### src/rtl/cla_pipe_adder.sv
// ---------------------------------------------------------------------------
// cla_pipe_adder
//
// Pipelined carry-lookahead adder/subtractor. A WIDTH-bit operation is cut
// into BLOCK-bit lookahead slices. Each pipeline stage resolves one slice and
// registers the carry into the next slice, so latency is WIDTH/BLOCK cycles
// and throughput is one result per cycle.
//
// Ports:
//   clock          rising-edge clock
//   reset          asynchronous, active-high; clears every stage
//   in_valid       operands presented this cycle
//   in_ready       block accepts operands this cycle (low only while stalled)
//   data_operandA  operand A
//   data_operandB  operand B
//   cin            carry-in for addition (ignored when sub=1)
//   sub            0: A+B+cin, 1: A-B
//   out_valid      result valid
//   out_ready      consumer accepts the result
//   sum            result, modulo 2^WIDTH
//   cout           carry out of the MSB (for sub, 1 = no borrow)
//   overflow       two's-complement signed overflow
//   zero           sum == 0
// ---------------------------------------------------------------------------
module cla_pipe_adder #(
    parameter int WIDTH = 32,
    parameter int BLOCK = 8
) (
    input  logic             clock,
    input  logic             reset,
    input  logic             in_valid,
    output logic             in_ready,
    input  logic [WIDTH-1:0] data_operandA,
    input  logic [WIDTH-1:0] data_operandB,
    input  logic             cin,
    input  logic             sub,
    output logic             out_valid,
    input  logic             out_ready,
    output logic [WIDTH-1:0] sum,
    output logic             cout,
    output logic             overflow,
    output logic             zero
);

    localparam int STAGES = WIDTH / BLOCK;
    localparam int LAST   = STAGES - 1;

    // One lookahead slice. Every carry is written as a flat sum of products
    // of the slice's generate/propagate terms and the incoming carry, so no
    // carry depends on the previous bit's carry.
    // Returns {carry_out, carry_into_msb, sum_slice}.
    function automatic logic [BLOCK+1:0] cla_slice(
        input logic [BLOCK-1:0] a,
        input logic [BLOCK-1:0] b,
        input logic             c0
    );
        logic [BLOCK-1:0] g;
        logic [BLOCK-1:0] p;
        logic [BLOCK:0]   c;
        logic             acc;
        logic             prod;
        g    = a & b;
        p    = a | b;
        c[0] = c0;
        for (int i = 0; i < BLOCK; i++) begin
            acc  = g[i];
            prod = p[i];
            for (int j = i - 1; j >= 0; j--) begin
                acc  = acc | (prod & g[j]);
                prod = prod & p[j];
            end
            c[i+1] = acc | (prod & c0);
        end
        return {c[BLOCK], c[BLOCK-1], a ^ b ^ c[BLOCK-1:0]};
    endfunction

    // Per-stage registers: operand A, inverted-or-not operand B, partial sum
    // (slices resolved so far), carry into the next slice and valid.
    logic [WIDTH-1:0]  a_q [STAGES];
    logic [WIDTH-1:0]  a_d [STAGES];
    logic [WIDTH-1:0]  b_q [STAGES];
    logic [WIDTH-1:0]  b_d [STAGES];
    logic [WIDTH-1:0]  s_q [STAGES];
    logic [WIDTH-1:0]  s_d [STAGES];
    logic [STAGES-1:0] c_q;
    logic [STAGES-1:0] c_d;
    logic [STAGES-1:0] v_q;
    logic [STAGES-1:0] v_d;
    logic              ovf_q;
    logic              ovf_d;
    logic              zero_q;
    logic              zero_d;

    // Inputs seen by each stage: stage 0 takes the ports, stage k the
    // registers of stage k-1.
    logic [WIDTH-1:0]  src_a [STAGES];
    logic [WIDTH-1:0]  src_b [STAGES];
    logic [WIDTH-1:0]  src_s [STAGES];
    logic [STAGES-1:0] src_c;
    logic [STAGES-1:0] src_v;
    logic [BLOCK+1:0]  slice_r;
    logic              stall;

    // A result held at the output freezes the whole pipeline, bubbles included.
    assign stall    = v_q[LAST] && !out_ready;
    assign in_ready = !stall;

    // Subtraction is A + ~B + 1; the carry-in port is ignored in that mode.
    assign src_a[0] = data_operandA;
    assign src_b[0] = sub ? ~data_operandB : data_operandB;
    assign src_s[0] = '0;
    assign src_c[0] = sub ? 1'b1 : cin;
    assign src_v[0] = in_valid;

    for (genvar k = 1; k < STAGES; k++) begin : g_link
        assign src_a[k] = a_q[k-1];
        assign src_b[k] = b_q[k-1];
        assign src_s[k] = s_q[k-1];
        assign src_c[k] = c_q[k-1];
        assign src_v[k] = v_q[k-1];
    end

    always_comb begin
        slice_r = '0;
        ovf_d   = 1'b0;
        zero_d  = 1'b0;
        for (int k = 0; k < STAGES; k++) begin
            slice_r = cla_slice(src_a[k][k*BLOCK +: BLOCK],
                                src_b[k][k*BLOCK +: BLOCK],
                                src_c[k]);
            a_d[k] = src_a[k];
            b_d[k] = src_b[k];
            s_d[k] = src_s[k];
            s_d[k][k*BLOCK +: BLOCK] = slice_r[BLOCK-1:0];
            c_d[k] = slice_r[BLOCK+1];
            v_d[k] = src_v[k];
            // Flags are only meaningful once the top slice is resolved.
            if (k == LAST) begin
                ovf_d  = slice_r[BLOCK+1] ^ slice_r[BLOCK];
                zero_d = (s_d[k] == '0);
            end
        end
    end

    // ---- stage boundary: every stage register advances together ----
    always_ff @(posedge clock or posedge reset) begin
        if (reset) begin
            for (int k = 0; k < STAGES; k++) begin
                a_q[k] <= '0;
                b_q[k] <= '0;
                s_q[k] <= '0;
            end
            c_q    <= '0;
            v_q    <= '0;
            ovf_q  <= 1'b0;
            zero_q <= 1'b0;
        end else if (!stall) begin
            for (int k = 0; k < STAGES; k++) begin
                a_q[k] <= a_d[k];
                b_q[k] <= b_d[k];
                s_q[k] <= s_d[k];
            end
            c_q    <= c_d;
            v_q    <= v_d;
            ovf_q  <= ovf_d;
            zero_q <= zero_d;
        end
    end

    assign out_valid = v_q[LAST];
    assign sum       = s_q[LAST];
    assign cout      = c_q[LAST];
    assign overflow  = ovf_q;
    assign zero      = zero_q;

endmodule

### config.mk
export PLATFORM = sky130hd
export DESIGN_NAME = cla_pipe_adder
export DESIGN_NICKNAME = d
export VERILOG_FILES = /design/src/rtl/cla_pipe_adder.sv
export SDC_FILE = /design/constraint.sdc
export NUM_CORES = 1
export LEC_CHECK = 0
export ABC_CLOCK_PERIOD_IN_PS = 16100
export BUFFER_PORTS_ARGS = -buffer_cell sky130_fd_sc_hd__buf_2
export CAP_MARGIN = 40
export CORE_MARGIN = 1
export CORE_UTILIZATION = 25
export CTS_BUF_LIST = sky130_fd_sc_hd__clkbuf_8
export DETAILED_ROUTE_END_ITERATION = 6
export MAX_ROUTING_LAYER = met4
export PLACE_DENSITY = 0.47
export SLEW_MARGIN = 20
export SYNTH_ARGS = -nofsm -noshare
export SYNTH_HDL_FRONTEND = slang
export SYNTH_SLANG_ARGS = --single-unit
### constraint.sdc
create_clock -name clock -period 16.1 [get_ports clock]
set_clock_uncertainty 0.15 [all_clocks]
set_input_delay 4.83 -clock clock [delete_from_list [all_inputs] [get_ports clock]]
set_output_delay 4.83 -clock clock [all_outputs]
set_load 0.01 [all_outputs]
After elaboration in Yosys (flattened, before gate mapping)
Index checks and enable logic that the tools add are counted.

Register bits after elaboration: 282. Latch bits: 0. RAM bits: 0. Memory bits (read-only): 0. Input port bits: 70. Output and inout bits: 37. Word-level logic and storage cells: 438. Memories: 0.

Add/sub/neg operators: 0. Multipliers: 0. Divide/modulo/power cells: 0. $lt $le $gt $ge: 0. Equality and inequality tests: 0. Shift-type cells: 0. Muxes and demuxes: 2. Bitwise operators: 418. Reduce and logical (&&, ||, !) cells: 4.

Operators with widths (count): $and A1 B1 Y1 (256); $or A1 B1 Y1 (144); $xor A8 B8 Y8 (8); $and A8 B8 Y8 (4); $logic_not A32 Y1 (1); $mux W32 (1); $not A32 Y32 (1); $or A8 B8 Y8 (4); $logic_not A1 Y1 (2); $logic_and A1 B1 Y1 (1); $mux W1 (1); $xor A1 B1 Y1 (1).

Longest topological paths before layout
Gate-level depths: netlist of run 1.

Word-level depth: 12. Depth in mapped cells: 11. Mapped depth without buffers: 9.

Worst setup path after synthesis of run 1
Ideal clock, no wire load.

Path kind: input -> output. Start: in out_ready. End: out in_ready. Arrival: 5707 ps. Data required time: 11120 ps. Slack: 5413 ps. Stages on the path: 5. Buffers on the path: 3. Cell sequence: nor2b_1 -> clkbuf_1 -> inv_1 -> clkbuf_1 -> clkbuf_1.

Cells in the longest elaborated chain, start to end: 3.

RTL lines: from (decl) (RTL line 38) `input logic out_ready,`; $logic_not A1 Y1 (RTL line 105) `assign stall = v_q[LAST] && !out_ready;`; $logic_and A1 B1 Y1 (RTL line 105); $logic_not A1 Y1; to (decl) (RTL line 32) `output logic in_ready,`.

Every way passes these cells.

Final worst setup path of run 1
Same ends and word-level chain as after synthesis.

==> flow_summary.json, run 1 <==
{
  "fin_crit_sh_pct": 69.4,
  "yosys_warnings": 0,
  "synth_cells": 987,
  "cts.sinks": 186,
  "max_freq_mhz": 89.5,
  "dr_total_vias": 6269,
  "path_cells": "buf_2 > nor2b_4 > buf_4 > inv_6 > buf_2",
  "min_path_cells": 2,
  "antenna_left": 0,
  "drt_first_pass_iters": 4,
  "rsz0062_at_grt": "false",
  "multiInputGateArea_um2": 3840,
  "syn_to_final_growth_pct": 16.6,
  "swShare_pct": 40.4,
  "gp_congestion": 0.740,
  "critical-path-max-stage-delay_ns": 0.53,
  "drc": 0,
  "synth_seq_cells": 186,
  "period_needed_ns": 11.18,
  "reg2reg_depth": 8,
  "hold_viol_final": 0,
  "r2r-start": "v_q[3]$_DFFE_PP0N_",
  "rows": 69,
  "maxCapViolCount": 0,
  "crit_arrival_ns": 6.20,
  "drt_iter0_drc": 421,
  "clockRootBuffer": "clkbuf_8",
  "clk_pin_slew_ns": 0.09,
  "end_kind": "output port",
  "netlist_area_um2": 8980,
  "cts_resized": 0,
  "p_leak_nw": 5.29,
  "synth.net_count": 1127,
  "r2r_end": "zero$_DFFE_PP0N_",
  "h-tree-depth": 4,
  "crit_path_top_delay_cell": "buf_4",
  "clock_latency_ns": 0.46,
  "finalMaxSlewViolations": 0,
  "p_int_mw": 1.12,
  "slew_headroom_pct": 48.0,
  "grt_usage_pct": 11.8,
  "post_cts.repair.setup_buffers": 0,
  "startpoint_type": "primary input",
  "ioPinCount": 107,
  "path_common_cell": "buf_2",
  "fin_util_pct": 29.5,
  "grt_overflow": 0,
  "p_sw_uw": 757,
  "combPwrFrac_pct": 40.8,
  "finalPower_mw": 1.88,
  "status": "completed",
  "hold_buffers": 0,
  "synth_seq_area_share_pct": 51.8,
  "syn_avg_cell_area_um2": 9.10,
  "design.die.area_um2": 36700,
  "setup_viol_count_final": 0,
  "peakVddDrop_v": 0.0000538,
  "r2r_slack_ns": 13.46,
  "grt_pass1_vias": 6227,
  "fillCellCount": 3812,
  "numCtsBuffers": 17,
  "worstSetupPathType": "in -> out",
  "io_buffers": 106,
  "hp-class": "reg -> reg",
  "worst_pin_slew_ns": 0.780,
  "required_ns": 11.12,
  "seqPwrFrac_pct": 42.5,
  "coreArea_um2": 35500,
  "cts_tree": "done",
  "tns_ns": 0,
  "synth_cell_type_count": 40,
  "dp_hpwl_um": 14100,
  "grt_pass1_wl_um": 32800,
  "p_clk_share_pct": 16.7,
  "grt_max_degree": 113,
  "seq_area_um2": 4650,
  "critPathMaxFanout": 67,
  "final_layout_size_suffix_gt1_share_pct": 14.4,
  "wl_per_cell_um": 12.8,
  "via_per_inst": 4.04,
  "whs_endpoint": "sum[6]$_DFFE_PP0N_",
  "cts_max_path_buffers": 2,
  "nNetsFinal": 1216,
  "die_w_um": 192,
  "pwr_density_cell_nw_per_um2": 179,
  "die_y_um": 192,
  "hp-start": "sum[6]$_DFFE_PP0N_",
  "start_util_pct": 25.3,
  "wirelength_um": 19800,
  "antenna_found_initial": 1
}
-- worst max-delay path, delay by kind of cell --
family | cells | cell delay, ns
buf+inv | 4 | 1.22
simple gates | 1 | 0.09
-- flip-flops by register name, summed over array words and instances (netlist names) --
register,cells
a_d,48
b_d,48
c_q,4
overflow,1
s_d,48
sum,32
v_q,4
zero,1
-- synth_stat cells --
library cell / number / area, µm²
a211oi_1: 4 / 30.0
inv_1: 85 / 319
or3_2: 1 / 7.51
nand3_1: 2 / 10.0
dfrtp_1: 186 / 4650
o211ai_1: 1 / 7.51
buf_1: 9 / 33.8
nand4_1: 3 / 18.8
nor4_2: 1 / 12.5
a41oi_1: 1 / 8.76
o21ai_0: 76 / 380
o22ai_1: 1 / 6.26
buf_2: 1 / 5.00
o41ai_1: 1 / 8.76
mux2_2: 2 / 22.5
nand2b_1: 8 / 50.1
nor2b_1: 4 / 25.0
o31ai_1: 7 / 52.6
nor4b_1: 1 / 8.76
nor2_1: 39 / 146
nor4_1: 4 / 25.0
o41ai_4: 1 / 27.5
a221oi_1: 1 / 8.76
a21o_1: 1 / 7.51
a21bo_2: 1 / 10.0
xnor2_1: 29 / 254
clkbuf_1: 35 / 131
nor3_1: 7 / 35.0
fa_1: 4 / 80.1
or2_2: 1 / 6.26
nand2_1: 326 / 1220
o21ai_1: 1 / 5.00
a221oi_2: 1 / 15.0
a21oi_1: 37 / 185
a22oi_1: 3 / 22.5
xor2_1: 28 / 245
ha_1: 66 / 826
mux2i_1: 1 / 10.0
o21bai_1: 5 / 37.5
o21a_1: 2 / 15.0
-- layer usage --
layer	track usage (%)	share of wire [%]	up-vias
li1	-	-	3282
met1	17.4	55	2899
met2	15.9	41	78
met3	2.52	3.2	10
met4	3.21	0.88	0
met5	-	0	-
-- through the flow --
stage / setup slack (ns) / area [µm²] / hold WS (ns) / cells
2_1_floorplan: 5.41 / 8980 / 0.280 / 987
3_3_place_gp: 4.89 / 9970 / 0.292 / 1514
3_5_place_dp: 4.90 / 10000 / 0.302 / 1516
4_1_cts: 4.90 / 10400 / 0.325 / 1548
5_1_grt: 4.77 / 10500 / 0.338 / 1551
6_report: 4.92 / 10500 / 0.315 / 1551
-- logic make-up (layout without fill, tap and decap cells) --
kind of cell,count (synthesis),count (layout),share of synthesized area [%]
xor gates and xnor gates,57,57,5.56
adders and majority gates,70,70,10.1
muxes,3,3,0.362
DFF,186,186,51.8
other,0,1,0
AOI/OAI and AO/OA,144,144,9.23
and+or+nand+nor,397,397,17.5
buffers and inverters,130,232,5.45
-- worst max path at each step --
stage,from,to,cells past startpoint
3_5_place_dp,out_ready,in_ready,5
2_1_floorplan,out_ready,in_ready,5
4_1_cts,out_ready,in_ready,5
3_3_place_gp,out_ready,in_ready,5
5_1_grt,out_ready,in_ready,5
6_report,out_ready,in_ready,5
-- layout by cell type, fill, tap and decap left out, drive strengths merged, types with 4 or more instances in the layout --
cell,Yosys,final
nand2b,8,8
nor3,7,7
nor2b,4,4
a21oi,37,37
buf,10,115
o21ai,77,77
nand2,326,326
xnor2,29,29
fa,4,4
nor4,5,5
clkbuf,35,19
ha,66,66
a211oi,4,4
dfrtp,186,186
o31ai,7,7
inv,85,93
xor2,28,28
o21bai,5,5
nor2,39,39
-- power groups by stage --
stage / registers [mW] / logic, mW / clock network, mW
floorplan: 0.798 / 0.540 / 0
global placement: 0.804 / 0.766 / 0
detailed placement: 0.811 / 0.777 / 0
CTS: 0.801 / 0.781 / 0.330
global route: 0.830 / 0.898 / 0.345
finish: 0.798 / 0.766 / 0.313
-- cell type report --
class | count | share of cell area, %
Sequential cell | 186 | 44.4
Multi-Input combinational cell | 671 | 36.7
Timing Repair Buffer | 115 | 6.40
Tap cell | 461 | 5.51
Inverter | 85 | 3.17
Clock buffer | 19 | 2.50
Clock inverter | 13 | 1.27
Antenna cell | 1 | 0.0239
(Power assumes the default switching activity.)
==> run 2, diff against run 1 <==
--- a/config.mk
+++ b/config.mk
@@ -5,7 +5,7 @@
 export SDC_FILE = /design/constraint.sdc
 export NUM_CORES = 1
 export LEC_CHECK = 0
-export ABC_CLOCK_PERIOD_IN_PS = 16100
+export ABC_CLOCK_PERIOD_IN_PS = 11500
 export BUFFER_PORTS_ARGS = -buffer_cell sky130_fd_sc_hd__buf_2
 export CAP_MARGIN = 40
 export CORE_MARGIN = 1
==> constraint.sdc (replaced) <==
create_clock -name clock -period 11.5 [get_ports clock]
set_clock_uncertainty 0.15 [all_clocks]
set_input_delay 3.45 -clock clock [delete_from_list [all_inputs] [get_ports clock]]
set_output_delay 3.45 -clock clock [all_outputs]
set_load 0.01 [all_outputs]
==> flow_summary.json, run 2 (synthesized netlist as in run 1, its figures left out) <==
{
  "status": "completed",
  "worstSetupPathType": "in -> out",
  "worst_pin_slew_ns": 0.642,
  "finalMaxSlewViolations": 0,
  "io_buffers": 106,
  "peakVddDrop_v": 0.0000815,
  "clock_latency_ns": 0.47,
  "mostFrequentLayoutCells": "nand2_1 (326), dfrtp_1 (186), buf_2 (106)",
  "cts_max_path_buffers": 2,
  "required_ns": 7.90,
  "drt_iter0_drc": 302,
  "final_cell_area_um2": 10500,
  "drc": 0,
  "final_common_cell": "nand2_1",
  "fin_ws_ns": 3.03,
  "grt_pass1_vias": 6299,
  "antenna_left": 0,
  "wirelength_um": 19800,
  "nNetsFinal": 1217,
  "antenna_found_initial": 0,
  "end_kind": "output port",
  "grt_overflow": 0,
  "postPlaceCellArea_um2": 10000,
  "gp_congestion": 0.742,
  "ioPinCount": 107,
  "final_layout_size_suffix_gt1_share_pct": 14.6,
  "crit_arrival_ns": 4.87,
  "cts.sinks": 186,
  "fin_util_pct": 29.7,
  "die_w_um": 192,
  "dp_slack_ns": 2.93,
  "start_util_pct": 25.3,
  "hold_buffers": 0,
  "max_freq_mhz": 118,
  "syn_to_final_growth_pct": 17.3,
  "post_cts.repair.setup_buffers": 0,
  "die_y_um": 192,
  "clk_pin_slew_ns": 0.11,
  "grt_pass1_wl_um": 32900,
  "drt_first_pass_iters": 4,
  "design.die.area_um2": 36700,
  "cts_resized": 0,
  "hp-class": "reg -> reg",
  "tns_ns": 0,
  "h-tree-depth": 4,
  "dr_total_vias": 6296,
  "startpoint_type": "primary input",
  "setup_viol_count_final": 0,
  "rows": 69,
  "clockRootBuffer": "clkbuf_8",
  "cts_tree": "done",
  "grt_max_degree": 128,
  "critPathMaxFanout": 113,
  "coreArea_um2": 35500,
  "finalPower_mw": 2.64,
  "slew_headroom_pct": 57.2,
  "maxCapViolCount": 0,
  "rsz0062_at_grt": "false",
  "fin_crit_sh_pct": 73.6,
  "wl_per_cell_um": 12.8,
  "period_needed_ns": 8.47,
  "hold_viol_final": 0,
  "numCtsBuffers": 17,
  "via_per_inst": 4.06,
  "dp_hpwl_um": 13900,
  "grt_usage_pct": 11.7,
  "p_leak_nw": 5.32,
  "antenna_cells": 0,
  "pwr_density_cell_nw_per_um2": 251
}
-- run 2: cell count changes in the layout (fill, tap and decap cells not counted), sizes merged --
cell	before	now
buf	115	116
inv	93	91
clkinvlp	2	0
clkinv	2	7
clkbuf	19	18
diode	1	0
-- run 2: path summary, 6_finish.rpt --
path	startpoint	to	slack, ns	depth (start not counted)
max	out_ready	in_ready	3.03	6
min	sum[9]$_DFFE_PP0N_	sum[9]$_DFFE_PP0N_	0.32	2
max reg2reg	a_d[24]$_DFFE_PP0N_	sum[31]$_DFFE_PP0N_	9.11	8
min reg2reg	sum[9]$_DFFE_PP0N_	sum[9]$_DFFE_PP0N_	0.32	2
max in group asynchronous	reset	s_d[33]$_DFFE_PP0N_	7.50	4
min in group asynchronous	reset	c_q[3]$_DFFE_PP0N_	2.75	2
-- run 2: stage by stage --
stage               hold WS [ns]  std cells
global route               0.345       1551
CTS                        0.325       1548
finish                     0.320       1551
detailed placement         0.298       1516
floorplan                  0.280        987
global placement           0.294       1513
-- run 2: per-layer routing --
| layer | up-vias | global-route usage (%) | wire, µm |
|---|---|---|---|
| li1 | 3302 | - | - |
| met1 | 2895 | 17.0 | 10700 |
| met2 | 82 | 16.3 | 8240 |
| met3 | 17 | 2.44 | 695 |
| met4 | 0 | 3.39 | 216 |
| met5 | - | - | 0 |
-- run 2: layout make-up --
class | instances | area [µm²]
Tap cell | 461 | 577
Sequential cell | 186 | 4650
Multi-Input combinational cell | 671 | 3840
Inverter | 85 | 332
Timing Repair Buffer | 116 | 718
Clock inverter | 14 | 156
Fill cell | 3768 | 25000
Clock buffer | 18 | 248
-- run 2: critical path: stages --
cell and delay [ns]:
buf_2 0.11, nor2b_4 0.09, buf_4 0.50, inv_6 0.17, buf_16 0.28, buf_2 0.20
-- run 2: report_power, final --
group	internal (mW)	switching, mW	leakage, nW
clock	0.187	0.259	0.208
sequential	0.947	0.166	2.23
combinational	0.439	0.646	2.89
total	1.57	1.07	5.32
==> run 3, diff against run 2 <==
--- a/config.mk
+++ b/config.mk
@@ -5,7 +5,7 @@
 export SDC_FILE = /design/constraint.sdc
 export NUM_CORES = 1
 export LEC_CHECK = 0
-export ABC_CLOCK_PERIOD_IN_PS = 11500
+export ABC_CLOCK_PERIOD_IN_PS = 7460
 export BUFFER_PORTS_ARGS = -buffer_cell sky130_fd_sc_hd__buf_2
 export CAP_MARGIN = 40
 export CORE_MARGIN = 1
@@ -13,7 +13,7 @@
 export CTS_BUF_LIST = sky130_fd_sc_hd__clkbuf_8
 export DETAILED_ROUTE_END_ITERATION = 6
 export MAX_ROUTING_LAYER = met4
-export PLACE_DENSITY = 0.47
+export PLACE_DENSITY = 0.48
 export SLEW_MARGIN = 20
 export SYNTH_ARGS = -nofsm -noshare
 export SYNTH_HDL_FRONTEND = slang
==> constraint.sdc (replaced) <==
create_clock -name clock -period 7.46 [get_ports clock]
set_clock_uncertainty 0.15 [all_clocks]
set_input_delay 2.238 -clock clock [delete_from_list [all_inputs] [get_ports clock]]
set_output_delay 2.238 -clock clock [all_outputs]
set_load 0.01 [all_outputs]
==> flow_summary.json, run 3 (synthesized netlist as in run 1, its figures left out) <==
{
  "status": "completed",
  "antenna_found_initial": 3,
  "dp_slack_ns": 2.24,
  "drc": 0,
  "cts.sinks": 186,
  "hold_viol_final": 0,
  "required_ns": 5.07,
  "cts_resized": 0,
  "finalPower_mw": 4.06,
  "antenna_left": 0,
  "finalMaxSlewViolations": 0,
  "worst_hold_slack_ns": 0.315,
  "setup_viol_count_final": 0,
  "p_leak_nw": 5.28,
  "rsz0062_at_grt": "false",
  "clock_latency_ns": 0.47,
  "h-tree-depth": 4,
  "peakVddDrop_v": 0.000145,
  "final_common_cell": "nand2_1",
  "die_w_um": 192,
  "end_kind": "output port",
  "grt_usage_pct": 11.7,
  "worstSetupPathType": "in -> out",
  "tns_ns": 0,
  "worst_pin_slew_ns": 0.775,
  "hp-class": "reg -> reg",
  "dr_total_vias": 6313,
  "gp_congestion": 0.770,
  "maxCapViolCount": 0,
  "mostFrequentLayoutCells": "nand2_1 (326), dfrtp_1 (186), buf_2 (106)",
  "pwr_density_cell_nw_per_um2": 388,
  "clk_pin_slew_ns": 0.09,
  "max_freq_mhz": 192,
  "start_util_pct": 25.3,
  "drt_iter0_drc": 364,
  "fillCellCount": 3786,
  "postPlaceCellArea_um2": 10100,
  "fin_ws_ns": 2.25,
  "final_cell_area_um2": 10500,
  "io_buffers": 106,
  "final_layout_size_suffix_gt1_share_pct": 14.3,
  "coreArea_um2": 35500,
  "dp_cells": 1516,
  "rows": 69,
  "post_cts.repair.setup_buffers": 0,
  "grt_max_degree": 189,
  "die_y_um": 192,
  "startpoint_type": "primary input",
  "cts_max_path_buffers": 2,
  "nNetsFinal": 1214,
  "r2r_slack_ns": 5.07,
  "numCtsBuffers": 17,
  "critPathMaxFanout": 43,
  "crit_arrival_ns": 2.82,
  "via_per_inst": 4.07,
  "grt_pass1_vias": 6134,
  "clockRootBuffer": "clkbuf_8",
  "grt_overflow": 0,
  "grt_pass1_wl_um": 32300,
  "cts_tree": "done",
  "final_cells": 1550,
  "period_needed_ns": 5.21,
  "wirelength_um": 19700,
  "wl_per_cell_um": 12.7,
  "design.die.area_um2": 36700,
  "hold_buffers": 0,
  "slew_headroom_pct": 48.3,
  "drt_first_pass_iters": 4,
  "syn_to_final_growth_pct": 16.5,
  "ioPinCount": 107,
  "fin_util_pct": 29.5,
  "dp_hpwl_um": 14200,
  "fin_crit_sh_pct": 69.8
}
run 3: path summary, 6_finish.rpt:
path | to | startpoint | cells after the start
worst max-delay path | in_ready | out_ready | 4
worst min-delay path | sum[6]$_DFFE_PP0N_ | sum[6]$_DFFE_PP0N_ | 2
worst max register to register | sum[31]$_DFFE_PP0N_ | a_d[24]$_DFFE_PP0N_ | 8
worst min register to register | sum[6]$_DFFE_PP0N_ | sum[6]$_DFFE_PP0N_ | 2
max in group asynchronous | a_d[92]$_DFFE_PP0N_ | reset | 3
min in group asynchronous | sum[23]$_DFFE_PP0N_ | reset | 2
run 3: final cells by class:
cell class                 count  area [µm²]  share of cell area, %
antenna                        3        7.51                 0.0718
inverter                      85         332                   3.17
clock buffer                  19         262                   2.50
timing repair buffer         113         648                   6.20
sequential                   186        4650                   44.5
multi-input combinational    671        3840                   36.7
clock inverter                12         138                   1.32
tap                          461         577                   5.51
run 3: report_power, final:
| part | internal (mW) | switching [mW] | total [mW] |
|---|---|---|---|
| clock | 0.317 | 0.363 | 0.680 |
| sequential | 1.46 | 0.257 | 1.72 |
| combinational | 0.664 | 0.995 | 1.66 |
run 3: worst max-delay path: stages:
cell,delay [ns]
buf_2,0.10
nor2b_4,0.05
inv_6,0.23
buf_2,0.19
run 3: layer usage:
| layer | GRT usage, % | part of all wire (%) | vias up |
|---|---|---|---|
| met5 | - | 0 | - |
| met4 | 3.66 | 1.1 | 0 |
| met3 | 2.97 | 4.3 | 10 |
| met2 | 16.3 | 43 | 89 |
| met1 | 16.3 | 51 | 2934 |
| li1 | - | - | 3280 |
